==> src/rtl/int_sequencer_if.sv <==
// Memory port B override bundle driven by the interrupt sequencer.
// The master side owns address/write controls; the slave (memory) returns asynchronous read data.
interface int_sequencer_if;
    logic       mem_b_sel;
    logic [7:0] mem_b_addr;
    logic       mem_b_we;
    logic [7:0] mem_b_wdata;
    logic [7:0] mem_rdata;

    modport master (
        output mem_b_sel,
        output mem_b_addr,
        output mem_b_we,
        output mem_b_wdata,
        input  mem_rdata
    );

    modport slave (
        input  mem_b_sel,
        input  mem_b_addr,
        input  mem_b_we,
        input  mem_b_wdata,
        output mem_rdata
    );
endinterface

==> src/rtl/int_sequencer.sv <==
// Interrupt sequencer: freezes fetch, drains the pipe, pushes the return PC and loads the ISR vector.
// Optional macro INT_CCR_SAVE_EN adds a CCR push state and CCR restore on RTI.
module int_sequencer #(
    parameter int         DRAIN_CYCLES = 3,
    parameter logic [7:0] VECTOR_ADDR  = 8'h01
) (
    input  logic                   clk,
    input  logic                   rstn,
    input  logic                   int_req,
    input  logic [7:0]             ret_pc,
    input  logic [7:0]             sp_value,
    input  logic [3:0]             ccr_in,
    input  logic                   rti_done,
    int_sequencer_if.master        mem_b,
    output logic                   pc_write_en,
    output logic                   if_id_write_en,
    output logic                   inject_bubble,
    output logic                   sp_en,
    output logic                   sp_op,
    output logic                   pc_load,
    output logic [7:0]             pc_load_val,
    output logic                   in_isr,
    output logic                   ccr_restore,
    output logic [3:0]             ccr_restore_val
);

    localparam int CNT_W      = (DRAIN_CYCLES > 1) ? $clog2(DRAIN_CYCLES) : 1;
    localparam int DRAIN_LOAD = (DRAIN_CYCLES > 0) ? DRAIN_CYCLES - 1 : 0;

`ifdef INT_CCR_SAVE_EN
    typedef enum logic [2:0] {
        S_IDLE,
        S_DRAIN,
        S_PUSH_PC,
        S_PUSH_CCR,
        S_VECTOR
    } state_t;
`else
    typedef enum logic [2:0] {
        S_IDLE,
        S_DRAIN,
        S_PUSH_PC,
        S_VECTOR
    } state_t;
`endif

    state_t           state;
    state_t           state_nxt;
    logic [CNT_W-1:0] drain_cnt;
    logic [CNT_W-1:0] drain_cnt_nxt;
    logic             pending;
    logic             in_isr_q;
    logic             int_req_q;
    logic             int_rise;
    logic             enter_push;
    logic             rti_accept;

    assign int_rise   = int_req & ~int_req_q;
    assign enter_push = (state_nxt == S_PUSH_PC) && (state != S_PUSH_PC);
    assign rti_accept = rti_done & in_isr_q;
    assign in_isr     = in_isr_q;

    // A fresh edge wins over the clear so an event arriving on the entry cycle is not lost.
    always_ff @(posedge clk) begin
        if (!rstn) begin
            state     <= S_IDLE;
            drain_cnt <= '0;
            pending   <= 1'b0;
            in_isr_q  <= 1'b0;
            int_req_q <= 1'b0;
        end else begin
            state     <= state_nxt;
            drain_cnt <= drain_cnt_nxt;
            int_req_q <= int_req;
            if (int_rise) begin
                pending <= 1'b1;
            end else if (enter_push) begin
                pending <= 1'b0;
            end
            if (state == S_VECTOR) begin
                in_isr_q <= 1'b1;
            end else if (rti_accept) begin
                in_isr_q <= 1'b0;
            end
        end
    end

    always_comb begin
        state_nxt     = state;
        drain_cnt_nxt = drain_cnt;
        case (state)
            S_IDLE: begin
                if (pending && !in_isr_q) begin
                    if (DRAIN_CYCLES > 0) begin
                        state_nxt     = S_DRAIN;
                        drain_cnt_nxt = CNT_W'(DRAIN_LOAD);
                    end else begin
                        state_nxt = S_PUSH_PC;
                    end
                end
            end
            S_DRAIN: begin
                if (drain_cnt == '0) begin
                    state_nxt = S_PUSH_PC;
                end else begin
                    drain_cnt_nxt = drain_cnt - 1'b1;
                end
            end
            S_PUSH_PC: begin
`ifdef INT_CCR_SAVE_EN
                state_nxt = S_PUSH_CCR;
`else
                state_nxt = S_VECTOR;
`endif
            end
`ifdef INT_CCR_SAVE_EN
            S_PUSH_CCR: state_nxt = S_VECTOR;
`endif
            S_VECTOR: state_nxt = S_IDLE;
            default:  state_nxt = S_IDLE;
        endcase
    end

    always_comb begin
        pc_write_en       = 1'b1;
        if_id_write_en    = 1'b1;
        inject_bubble     = 1'b0;
        mem_b.mem_b_sel   = 1'b0;
        mem_b.mem_b_addr  = 8'h00;
        mem_b.mem_b_we    = 1'b0;
        mem_b.mem_b_wdata = 8'h00;
        sp_en             = 1'b0;
        sp_op             = 1'b0;
        pc_load           = 1'b0;
        pc_load_val       = 8'h00;
        case (state)
            S_DRAIN: begin
                pc_write_en    = 1'b0;
                if_id_write_en = 1'b0;
                inject_bubble  = 1'b1;
            end
            S_PUSH_PC: begin
                pc_write_en       = 1'b0;
                if_id_write_en    = 1'b0;
                inject_bubble     = 1'b1;
                mem_b.mem_b_sel   = 1'b1;
                mem_b.mem_b_we    = 1'b1;
                mem_b.mem_b_addr  = sp_value;
                mem_b.mem_b_wdata = ret_pc;
                sp_en             = 1'b1;
            end
`ifdef INT_CCR_SAVE_EN
            S_PUSH_CCR: begin
                pc_write_en       = 1'b0;
                if_id_write_en    = 1'b0;
                inject_bubble     = 1'b1;
                mem_b.mem_b_sel   = 1'b1;
                mem_b.mem_b_we    = 1'b1;
                mem_b.mem_b_addr  = sp_value;
                mem_b.mem_b_wdata = {4'b0000, ccr_in};
                sp_en             = 1'b1;
            end
`endif
            // IF/ID is written with the bubble so the stale fetch is flushed as the PC jumps.
            S_VECTOR: begin
                pc_write_en      = 1'b0;
                if_id_write_en   = 1'b1;
                inject_bubble    = 1'b1;
                mem_b.mem_b_sel  = 1'b1;
                mem_b.mem_b_addr = VECTOR_ADDR;
                pc_load          = 1'b1;
                pc_load_val      = mem_b.mem_rdata;
            end
            default: begin
                pc_write_en    = 1'b1;
                if_id_write_en = 1'b1;
            end
        endcase
    end

`ifdef INT_CCR_SAVE_EN
    logic [3:0] ccr_shadow;

    always_ff @(posedge clk) begin
        if (state == S_PUSH_CCR) begin
            ccr_shadow <= ccr_in;
        end
    end

    assign ccr_restore     = rti_accept;
    assign ccr_restore_val = rti_accept ? ccr_shadow : 4'h0;
`else
    logic ccr_unused;
    assign ccr_unused      = ^ccr_in;
    assign ccr_restore     = 1'b0;
    assign ccr_restore_val = 4'h0;
`endif

endmodule

==> src/flat_wrapper.sv <==
// flat-port wrapper written by rule: the top's interface ports become plain ports
module int_sequencer_flat 
#(
    parameter int         DRAIN_CYCLES = 3,
    parameter logic [7:0] VECTOR_ADDR  = 8'h01
)
  (clk, rstn, int_req, ret_pc, sp_value, ccr_in, rti_done, pc_write_en, if_id_write_en, inject_bubble, sp_en, sp_op, pc_load, pc_load_val, in_isr, ccr_restore, ccr_restore_val, mem_b_mem_b_sel, mem_b_mem_b_addr, mem_b_mem_b_we, mem_b_mem_b_wdata, mem_b_mem_rdata);
  int_sequencer_if mem_b_i ();
  input  logic clk;
  input  logic rstn;
  input  logic int_req;
  input  logic [7:0] ret_pc;
  input  logic [7:0] sp_value;
  input  logic [3:0] ccr_in;
  input  logic rti_done;
  output logic pc_write_en;
  output logic if_id_write_en;
  output logic inject_bubble;
  output logic sp_en;
  output logic sp_op;
  output logic pc_load;
  output logic [7:0] pc_load_val;
  output logic in_isr;
  output logic ccr_restore;
  output logic [3:0] ccr_restore_val;
  output wire logic [$bits(mem_b_i.mem_b_sel)-1:0] mem_b_mem_b_sel;
  output wire logic [$bits(mem_b_i.mem_b_addr)-1:0] mem_b_mem_b_addr;
  output wire logic [$bits(mem_b_i.mem_b_we)-1:0] mem_b_mem_b_we;
  output wire logic [$bits(mem_b_i.mem_b_wdata)-1:0] mem_b_mem_b_wdata;
  input wire logic [$bits(mem_b_i.mem_rdata)-1:0] mem_b_mem_rdata;
  assign mem_b_mem_b_sel = mem_b_i.mem_b_sel;
  assign mem_b_mem_b_addr = mem_b_i.mem_b_addr;
  assign mem_b_mem_b_we = mem_b_i.mem_b_we;
  assign mem_b_mem_b_wdata = mem_b_i.mem_b_wdata;
  assign mem_b_i.mem_rdata = mem_b_mem_rdata;
  int_sequencer #(.DRAIN_CYCLES(DRAIN_CYCLES), .VECTOR_ADDR(VECTOR_ADDR)) u_core (.clk(clk), .rstn(rstn), .int_req(int_req), .ret_pc(ret_pc), .sp_value(sp_value), .ccr_in(ccr_in), .rti_done(rti_done), .mem_b(mem_b_i), .pc_write_en(pc_write_en), .if_id_write_en(if_id_write_en), .inject_bubble(inject_bubble), .sp_en(sp_en), .sp_op(sp_op), .pc_load(pc_load), .pc_load_val(pc_load_val), .in_isr(in_isr), .ccr_restore(ccr_restore), .ccr_restore_val(ccr_restore_val));
endmodule
==> config.mk <==
export PLATFORM = sky130hd
export DESIGN_NAME = int_sequencer_flat
export DESIGN_NICKNAME = d
export VERILOG_FILES = /design/src/rtl/int_sequencer_if.sv /design/src/rtl/int_sequencer.sv /design/src/flat_wrapper.sv
export SDC_FILE = /design/constraint.sdc
export NUM_CORES = 1
export LEC_CHECK = 0
export BUFFER_PORTS_ARGS = -buffer_cell sky130_fd_sc_hd__buf_2
export CAP_MARGIN = 20
export CORE_ASPECT_RATIO = 0.9
export CORE_MARGIN = 5
export CORE_UTILIZATION = 35
export DETAILED_ROUTE_END_ITERATION = 6
export GPL_ROUTABILITY_DRIVEN = 1
export GPL_TIMING_DRIVEN = 0
export PLACE_DENSITY = 0.95
export SLEW_MARGIN = 20
export SYNTH_ARGS = -nofsm -noshare
export SYNTH_HDL_FRONTEND = slang
export SYNTH_SLANG_ARGS = --single-unit
==> constraint.sdc <==
create_clock -name clk -period 2.9 [get_ports clk]
set_clock_uncertainty 0.05 [all_clocks]
set_input_delay 0.435 -clock clk [delete_from_list [all_inputs] [get_ports clk]]
set_output_delay 0.435 -clock clk [all_outputs]
set_load 0.02 [all_outputs]
======== Yosys cells after proc, flatten, opt, wreduce, memory -nomap -nowiden ========
Cells that the tools add are included.
cells by class
  reduce and logical (&&, ||, !) cells .... 12
  order comparisons ....................... 0
  div/mod/pow operators ................... 0
  $add $sub $neg .......................... 1
  shift-type cells ........................ 0
  muxes and demuxes ....................... 19
  bitwise operators ....................... 3
  $mul .................................... 0
  equal/unequal tests ..................... 7
operators by type and width
  cell                 number
  $mux 8               2
  $pmux 8 s2           1
  $mux 1               10
  $eq 3x2->1 const B   3
  $pmux 3 s3           1
  $mux 3               2
  $reduce_bool 2->1    3
  $mux 2               2
  $pmux 2 s2           1
  $reduce_or 2->1      2
  $eq 3x1->1 const B   1
  $logic_not 3->1      1
  $ne 3x2->1 const B   1
  $reduce_and 3->1     1
  $reduce_or 3->1      1
  $and 1x1->1          2
  $logic_and 1x1->1    2
  $logic_not 2->1      1
  $ne 2x1->1 const B   1
  $ne 2x2->1 const B   1
  $sub 2x1->2 const B  1
  $logic_not 1->1      1
  $not 1->1            1
storage, ports and cells
  input port bits ......................... 32
  bits in latches ......................... 0
  register bits after elaboration ......... 8
  logic and storage cells ................. 47
  memories ................................ 0
  ROM bits ................................ 0
  RAM bits ................................ 0

======== Logic depth before layout (Yosys ltp) ========
  word-level depth ........................ 8
  mapped depth ............................ 5
  mapped depth without buffers ............ 5

======== Worst setup path before layout ========
OpenSTA, ideal clock, no wires.
  path type ............................... reg2out
  start point ............................. register u_core.state[0]
  end point ............................... output pc_write_en
  cell stages (with the launch flop) ...... 6
  path slack .............................. 1.202 ns
  arrival ................................. 1.213 ns
  cell sequence ........................... dfxtp_1 -> buf_4 -> clkbuf_1 -> nor2_1 -> nor2_1 -> inv_1
between the ends
  word-level cells in the longest chain between the ends .. 3
ends and longest elaborated chain
  item                                      RTL line              source
  start: declaration                        int_sequencer.sv:47   state_t state;
  start signal: assignment                  int_sequencer.sv:72   state <= state_nxt;
  $eq 3x1->1 or $eq 3x2->1 (tied branches)  int_sequencer.sv:136  case (state)
  $reduce_or 3->1 (no source line) (*)      n/a
  $mux 1 (*)                                int_sequencer.sv:136
  end: declaration                          flat_wrapper.sv:16    output logic pc_write_en;
Mark *: on every way between the ends. The rest lies on a longest branch, timed or not.

======== Worst setup path in the final report ========
  start point ............................. register u_core.state[1]
  end point ............................... output mem_b_mem_b_wdata[3]
between the ends
  word-level cells in the longest chain between the ends .. 2
ends and longest elaborated chain
  item              RTL line              source
  $eq 3x2->1        int_sequencer.sv:136
  $mux 8            int_sequencer.sv:136
  end: declaration  flat_wrapper.sv:29    output wire logic [$bits(mem_b_i.mem_b_wdata)-1:0] mem_b_mem_b_wdata;
Every way passes these cells.

==> flow_summary.json <==
{
  "outcome": "finished clean",
  "hpwl_um": 1580,
  "cts_setup_buffers": 0,
  "power.density_nw_per_um2": 267,
  "rsz0062_at_grt": "no",
  "synthCells": 75,
  "crit_buf_inv": 2,
  "crit_path_top_delay_cell": "dfxtp_1",
  "holdBufCountCts": 0,
  "ys_seq_elements": 8,
  "cts-htree-levels": 1,
  "start_util_pct": 36.8,
  "num_antenna_cells": 0,
  "max_stage_delay_ns": 0.48,
  "vias": 721,
  "area_delta_synth_final_pct": 60.4,
  "wl_um": 1900,
  "gp_congestion": 0.703,
  "hold_viol_final": 0,
  "clkSlewWorstSetupHoldPaths_ns": 0.06,
  "p_comb_share_pct": 22.6,
  "clock_path_buffers": 2,
  "crit_chain": "nor3b_4, buf_6, and2_1, buf_2",
  "clockPowerShare_pct": 32.4,
  "grt_max_degree": 12,
  "drtAntennaViolNets": 0,
  "cts_resized": 0,
  "chipWidth_um": 54.1,
  "switching_share_pct": 26.8,
  "power.leakage_nw": 0.604,
  "path_max_fanout": 11,
  "grt_pass1_wl_um": 2700,
  "cts_tree": "done",
  "critPathCaptureType": "primary output",
  "via_per_inst": 4.32,
  "max-vdd-ir-drop_uv": 230,
  "whs_ns": 0.347,
  "drv_cap": 0,
  "clock_latency_ns": 0.26,
  "synth_area_um2": 613,
  "synth_cell_types": 23,
  "yosysSeqAreaShare_pct": 26.1,
  "finalCritPeriodShare_pct": 71.6,
  "worstPathArrival_ns": 1.59,
  "power_frac_seq_pct": 45.0,
  "placementRows": 14,
  "maxSlewViolCount": 0,
  "avgSynthCellArea_um2": 8.17,
  "setup_viol": 0,
  "die-area_um2": 2690,
  "first_global_vias": 619,
  "p_sw_w": 0.0000704,
  "nets": 178,
  "period_minus_slack_ns": 2.08,
  "worst_hold_path_type": "in -> reg",
  "path_delay_family": "simple AND/OR/NAND/NOR gates",
  "first_pass_iters": 4,
  "antenna_found_initial": 0,
  "final_common_cell": "buf_2",
  "final_cell_mix": "buf_2, and2_1, buf_4, and3_1, dfxtp_1",
  "timing.critical_path.required_ns": 2.41,
  "place_inst": 164,
  "cts_made_buffers": 3,
  "routedWlPerCell_um": 11.4,
  "cts_root_buffer": "clkbuf_4",
  "drc": 0,
  "groute.usage.overall_pct": 13.3,
  "drt-initial-drc-count": 5,
  "internal_power_w": 0.000192,
  "yosysWarnings": 0,
  "io_pins": 70,
  "drive_above_1_share_pct": 52.4,
  "die_h_um": 49.7,
  "startpoint_type": "flop",
  "setup_tns_ns": 0,
  "port-buffer-count": 59,
  "fin_cells": 167,
  "gr-total-overflow": 0,
  "critPathKind": "reg -> out",
  "max_freq_mhz": 482,
  "core_area_um2": 1660,
  "cts.sink_count": 8
}
## stage by stage
stage                     util, %  setup slack [ns]  instance area, µm²  total power, W
after floorplan                 -              1.20                 636        0.000155
after global placement       57.7              1.15                 961        0.000177
after detailed placement     57.7              1.11                 961        0.000179
after CTS                    59.1             0.825                 983        0.000266
after global routing         59.1             0.729                 983        0.000276
final                        59.1             0.824                 983        0.000262
## registers in the layout, summed over array words and instances (netlist names)
signal            cells
u_core.drain_cnt      2
u_core.pending        1
u_core.int_req_q      1
u_core.in_isr         1
u_core.state          3
## routing by layer
layer | global-route usage [%] | up-vias | routed length (µm)
li1 | - | 371 | -
met1 | 13.5 | 298 | 689
met2 | 23.6 | 46 | 861
met3 | 5.72 | 6 | 321
met4 | 4.56 | 0 | 31
met5 | 0 | - | 0
## area by class of cell
type	count	area, µm²
tap	24	30.0
timing repair buffer	59	295
fill	147	681
clock buffer	3	22.5
inverter	5	18.8
buffer	11	80.1
sequential	8	160
multi-input combinational	57	377
## logic make-up (layout without fill, tap and decap cells)
kind of cell | after synthesis | in the layout | share of synthesized area (%)
and+or+nand+nor | 37 | 37 | 41.0
buffers and inverters | 16 | 78 | 16.1
AOI/OAI and AO/OA | 10 | 10 | 11.0
DFF | 8 | 8 | 26.1
adders and majority gates | 1 | 1 | 2.04
other | 1 | 7 | 0.612
xor gates and xnor gates | 1 | 1 | 1.43
muxes | 1 | 1 | 1.63
## power groups by stage
stage / clock network [W] / registers (W) / logic (W)
6_report: 0.0000850 / 0.000118 / 0.0000594
5_1_grt: 0.0000913 / 0.000119 / 0.0000657
4_1_cts: 0.0000884 / 0.000118 / 0.0000590
3_3_place_gp: 0 / 0.000120 / 0.0000572
2_1_floorplan: 0 / 0.000120 / 0.0000358
3_5_place_dp: 0 / 0.000120 / 0.0000587
## synthesized netlist by cell type
cell | n | area, µm²
nand2b_1 | 1 | 6.26
o31a_1 | 1 | 8.76
o21a_1 | 4 | 30.0
clkbuf_1 | 1 | 3.75
xor2_1 | 1 | 8.76
nor2b_1 | 4 | 25.0
a31oi_1 | 3 | 18.8
inv_1 | 5 | 18.8
nor3_2 | 1 | 10.0
nor3b_4 | 1 | 18.8
mux2i_1 | 1 | 10.0
and2_1 | 17 | 106
conb_1 | 1 | 3.75
o21ai_0 | 2 | 10.0
ha_1 | 1 | 12.5
buf_4 | 8 | 60.1
buf_2 | 1 | 5.00
dfxtp_1 | 8 | 160
buf_6 | 1 | 11.3
and3_1 | 8 | 50.1
or3b_1 | 1 | 8.76
nor4b_2 | 1 | 15.0
nor2_1 | 3 | 11.3
## path summary, 6_finish.rpt
path	from	to	slack, ns	depth (start not counted)
max	u_core.state[1]	mem_b_mem_b_wdata[3]	0.82	4
min	int_req	u_core.int_req_q	0.35	2
max reg2reg	u_core.drain_cnt[0]	u_core.drain_cnt[1]	1.38	5
min reg2reg	u_core.drain_cnt[0]	u_core.drain_cnt[0]	0.42	1
Note: power is estimated with default switching activity, not from simulation.
